==> src/rtl/hazard_scoreboard.sv <==
// Hazard scoreboard: shadows the register writes in flight in EXE/MEM/WB and
// stalls ID when an operand's youngest producer cannot forward its result yet.
module hazard_scoreboard #(
  parameter int WB_BYPASS = 0,
  parameter int CNT_W     = 32
) (
  input  logic             clk,
  input  logic             resetn,
  input  logic             id_go,
  input  logic [4:0]       id_dest,
  input  logic             id_we,
  input  logic [1:0]       id_kind,
  input  logic [4:0]       id_raddr1,
  input  logic             id_raddr1_en,
  input  logic [4:0]       id_raddr2,
  input  logic             id_raddr2_en,
  input  logic             id_valid,
  input  logic             exe_go,
  input  logic             mem_go,
  input  logic             wb_go,
  input  logic             flush,
  output logic             id_stall,
  output logic [CNT_W-1:0] stall_cnt
);

  typedef struct packed {
    logic       valid;
    logic       we;
    logic [4:0] dest;
    logic [1:0] kind;
  } slotT;

  localparam int StageExe = 0;
  localparam int StageMem = 1;
  localparam int StageWb  = 2;
  localparam int NumOps   = 2;

  slotT exeSlotReg, exeSlotNext;
  slotT memSlotReg, memSlotNext;
  slotT wbSlotReg, wbSlotNext;
  slotT issueSlot;

  logic [CNT_W-1:0] stallCntReg, stallCntNext;

  logic [4:0]        rdAddr [NumOps];
  logic [NumOps-1:0] rdEn;
  logic [NumOps-1:0] opStall;

  function automatic logic slotMatch(input slotT s, input logic [4:0] addr,
                                     input logic en);
    return s.valid && s.we && (s.dest == addr) && (addr != 5'd0) && en;
  endfunction

  // Kind 3 is reserved and behaves like kind 2 (result only at WB).
  function automatic logic slotStall(input logic [1:0] kind, input int stage);
    logic stallNow;
    stallNow = 1'b0;
    case (stage)
      StageExe: stallNow = (kind != 2'd0);
      StageMem: stallNow = kind[1];
      default:  stallNow = (WB_BYPASS == 0);
    endcase
    return stallNow;
  endfunction

  assign issueSlot = '{valid: 1'b1, we: id_we, dest: id_dest, kind: id_kind};

  // Each slot samples its predecessor's pre-edge contents, so a fully moving
  // pipeline shifts by one stage per edge.
  always_comb begin
    exeSlotNext = exeSlotReg;
    if (flush) begin
      exeSlotNext.valid = 1'b0;
    end else if (id_go) begin
      exeSlotNext = issueSlot;
    end else if (exe_go) begin
      exeSlotNext.valid = 1'b0;
    end
  end

  always_comb begin
    memSlotNext = memSlotReg;
    if (exe_go && !flush) begin
      memSlotNext = exeSlotReg;
    end else if (mem_go) begin
      memSlotNext.valid = 1'b0;
    end
  end

  always_comb begin
    wbSlotNext = wbSlotReg;
    if (mem_go) begin
      wbSlotNext = memSlotReg;
    end else if (wb_go) begin
      wbSlotNext.valid = 1'b0;
    end
  end

  assign rdAddr[0] = id_raddr1;
  assign rdAddr[1] = id_raddr2;
  assign rdEn      = {id_raddr2_en, id_raddr1_en};

  // Youngest matching slot alone decides, mirroring the bypass mux priority.
  genvar gi;
  generate
    for (gi = 0; gi < NumOps; gi++) begin : gOperand
      logic hitExe, hitMem, hitWb;
      assign hitExe = slotMatch(exeSlotReg, rdAddr[gi], rdEn[gi]);
      assign hitMem = slotMatch(memSlotReg, rdAddr[gi], rdEn[gi]);
      assign hitWb  = slotMatch(wbSlotReg, rdAddr[gi], rdEn[gi]);
      assign opStall[gi] = hitExe ? slotStall(exeSlotReg.kind, StageExe) :
                           hitMem ? slotStall(memSlotReg.kind, StageMem) :
                           hitWb  ? slotStall(wbSlotReg.kind, StageWb)   :
                                    1'b0;
    end
  endgenerate

  assign id_stall = id_valid && (|opStall);

  always_comb begin
    stallCntNext = stallCntReg;
    if (id_stall && (stallCntReg != {CNT_W{1'b1}})) begin
      stallCntNext = stallCntReg + CNT_W'(1);
    end
  end

  always_ff @(posedge clk or negedge resetn) begin
    if (!resetn) begin
      exeSlotReg  <= '0;
      memSlotReg  <= '0;
      wbSlotReg   <= '0;
      stallCntReg <= '0;
    end else begin
      exeSlotReg  <= exeSlotNext;
      memSlotReg  <= memSlotNext;
      wbSlotReg   <= wbSlotNext;
      stallCntReg <= stallCntNext;
    end
  end

  assign stall_cnt = stallCntReg;

endmodule

==> config.mk <==
export PLATFORM = sky130hd
export DESIGN_NAME = hazard_scoreboard
export DESIGN_NICKNAME = d
export VERILOG_FILES = /design/src/rtl/hazard_scoreboard.sv
export SDC_FILE = /design/constraint.sdc
export NUM_CORES = 1
export LEC_CHECK = 0
export ABC_CLOCK_PERIOD_IN_PS = 2800
export BUFFER_PORTS_ARGS = -buffer_cell sky130_fd_sc_hd__buf_2
export CAP_MARGIN = 20
export CORE_MARGIN = 8
export CORE_UTILIZATION = 40
export DETAILED_ROUTE_END_ITERATION = 10
export PLACE_DENSITY = 0.71
export SLEW_MARGIN = 20
export SYNTH_ARGS = -nofsm -noshare
export SYNTH_HDL_FRONTEND = slang
export SYNTH_SLANG_ARGS = --single-unit
==> constraint.sdc <==
create_clock -name clk -period 2.8 [get_ports clk]
set_input_delay 0.14 -clock clk [delete_from_list [all_inputs] [get_ports clk]]
set_output_delay 0.14 -clock clk [all_outputs]
set_load 0.1 [all_outputs]
==> key figures <==
Hold path
  • Worst min-delay path class: input port to flop

STA
  • Fin crit share: roughly 87%
  • Pins Over Slew Limit: 0
  • Setup TNS: 0 ps
  • Tightest Pin Transition: 665 ps
  • Skew final: approximately 5.5 ps
  • Max Fclk: between 400 and 500 MHz
  • Fin. Hold Viols: 0
  • RSZ-0062 raised after global routing: no
  • Tmin final: around 2400 ps
  • Setup violators final: 0
  • Rel. slew slack: between 50% and 60%

Global routing
  • First-pass GRT wire length: between 10 and 15 mm
  • Antenna violations before repair: 0
  • Total grt overflow: 0
  • Vias in the first global route: 2360
  • Largest net degree at the start of global routing: 23
  • Total GRT Usage: 14.1%

Synthesis
  • Register area share after synthesis: between 40% and 50%
  • Netlist Area Pre-Place: slightly below 0.003 mm2
  • Cell variety after synth: 35
  • Top cells by area, synth: dfrtp_1 48%, xnor2_1 11%, mux2_2 8.5%
  • Syn avg cell area: between 10 and 15 um2
  • Synth Warn #: 0
  • Yosys reg bits: between 50 and 60
  • Syn nets: slightly below 300
  • Gate Count Post-Synth: ~260
  • Yosys top cell by area: dfrtp_1
  • Share of the synthesized area in the top cell type: 48.0%

Floorplan
  • Core Area: about 0.0072 mm2
  • DIE HEIGHT: roughly 100 um
  • Die ar.: between 0.01 and 0.015 mm2
  • Initial Util: 40.7%
  • Die Wd: 101 um
  • IO Pins: 61
  • Cell Rows: 31

Critical path
  • CP max stage cell: dfrtp_1
  • CP Class: flop to primary output
  • Worst EP arrival: between 2000 and 2500 ps
  • Worst Path Required: ~2700 ps
  • Slowest stage delay, CP: between 400 and 500 ps
  • Worst setup SP type: flop
  • Crit path capture type: primary output
  • CP Max Fanout: 5
  • Cell Chain, Critical Path: xor2_1 -> nor3_1 -> nand4_1 -> a211o_1 -> a22oi_4 -> inv_1 -> buf_2

Clocking
  • CTS Sinks: 56
  • Clk buf depth: 2
  • Clock Tree Root: clkbuf_8
  • Clock-pin slew on the worst setup and hold paths: 90 ps
  • Worst-skew pair later-pin latency: between 300 and 400 ps
  • CTS hold repair buffers: 2
  • H-tree Lvls: 2
  • Total CTS buffers: 5
  • Post-CTS Setup Bufs: 0
  • Cts repair resizes: 0
  • TritonCTS clock tree: built

Place
  • DP Wirelength: between 5 and 6 mm
  • Placed cells: 417
  • Routability congestion estimate: ~0.94
  • Number of port buffers: 60
  • Placed Area: 0.00333 mm2

Drt
  • Pre-antenna DRT Iters: 4
  • Drt initial violations: 95
  • Drt drc: 0
  • Vias post-DR: 2217
  • Vias per cell: around 5.2
  • Routed Antenna Nets: 0
  • Post-DR wirelength/cell: between 15 and 20 um
  • Routed wire length: 6.97 mm

Job
  • Maximum Capacitance Violations: 0

Finish
  • Fin cells: ~430
  • Area Growth Syn to Fin: 19.0%
  • Share of cells above drive strength 1: 30.6%
  • Final nets: approximately 360
  • Post-route cell area: approximately 0.0035 mm2
  • Antenna Cells: 0

Outcome
  • Status: completed

Pwr
  • Pleak: between 1.5 and 2 nW
  • Worst vdd ir: ~0.00043 V
  • Total Power: about 1.9 mW
  • Pwr/cell area: roughly 550 mW/mm2
stage by stage:
| step | utilization (%) | hold WS [ps] | setup slack (ps) |
|---|---|---|---|
| 4_1_cts | 48.4 | 37.8 | 331 |
| 5_1_grt | 48.4 | 45.1 | 248 |
| 6_report | 48.4 | 38.3 | 356 |
| 3_5_place_dp | 46.4 | 89.4 | 496 |
| 2_1_floorplan | - | -156 | 62.2 |
| 3_3_place_gp | 46.4 | 79.8 | 522 |
cells by family after synthesis:
logic type,after synthesis,synth area share (%)
simple gates,100,19.4
xor+xnor,60,18.0
flops,56,48.0
mux,22,8.48
compound gates,12,3.86
buf+inv,10,1.89
fa+ha+maj,1,0.428
path summary, 6_finish.rpt:
check / from / endpoint / depth (start not counted) / slack (ps)
max in group asynchronous: resetn / wbSlotReg[3]$_DFFE_PN0P_ / 3 / 1870
min in group asynchronous: resetn / exeSlotReg[0]$_DFFE_PN0P_ / 2 / 300
hold / removal: wb_go / wbSlotReg[8]$_DFFE_PN0P_ / 2 / 40
setup reg to reg: wbSlotReg[5]$_DFFE_PN0P_ / stall_cnt[1]$_DFFE_PN0P_ / 7 / 490
setup / recovery: memSlotReg[5]$_DFFE_PN0P_ / id_stall / 7 / 360
hold reg to reg: stall_cnt[21]$_DFFE_PN0P_ / stall_cnt[21]$_DFFE_PN0P_ / 1 / 500
power by group:
part | leakage (nW) | total [mW] | switching (mW) | internal (mW)
Clock | 0.0642 | 0.603 | 0.251 | 0.352
Sequential | 0.734 | 0.980 | 0.0951 | 0.885
Combinational | 0.798 | 0.331 | 0.181 | 0.150
cell usage after synthesis, drive strengths merged:
cell / instances
dfrtp: 56
xnor2: 36
xor2: 24
mux2: 22
nand4: 22
nand3: 17
nand2: 14
nor2: 14
nor3: 9
and3: 7
a31oi: 4
buf: 4
inv: 4
nor4: 4
o211ai: 3
and3b: 2
and4: 2
clkbuf: 2
nand2b: 2
nor2b: 2
o21ai: 2
or4: 2
a211o: 1
a21oi: 1
a22oi: 1
and2: 1
ha: 1
nor3b: 1
or3: 1
cell type report:
type	count	area [um2]
fill	666	3700
multi-input combinational	195	1460
sequential	56	1400
timing repair buffer	65	343
tap	99	124
clock buffer	5	68.8
clock inverter	2	60.1
inverter	4	15.0
state kept, by name (all words and copies together) (netlist names):
signal,cells
exeSlotReg,9
stall_cnt,32
wbSlotReg,7
memSlotReg,8
placed cells by master, fill, tap and decap left out, drive strengths merged, types with 3 or more instances in the layout:
cell type and count:
a31oi 4, and3 7, buf 63, clkbuf 5, dfrtp 56, inv 4
mux2 22, nand2 14, nand3 17, nand4 22, nor2 14, nor3 9
nor4 4, o211ai 3, xnor2 36, xor2 24
layer usage:
layer  global-route usage, %  part of all wire, %  up-vias
li1                        -                    -     1060
met1                    17.1                   44     1091
met2                    23.6                   48       58
met3                    4.40                  7.4        8
met4                    3.32                 0.85        0
met5                       0                    0        -
worst max-delay path, delay by kind of cell (launching register included):
kind                   cells  cell delay, ps
buffers and inverters      2             390
flip-flops                 1             460
AO/OA/AOI/OAI              2             620
AND/OR/NAND/NOR            2             360
XOR/XNOR                   1             170
Power figures use the tool's default switching activity.
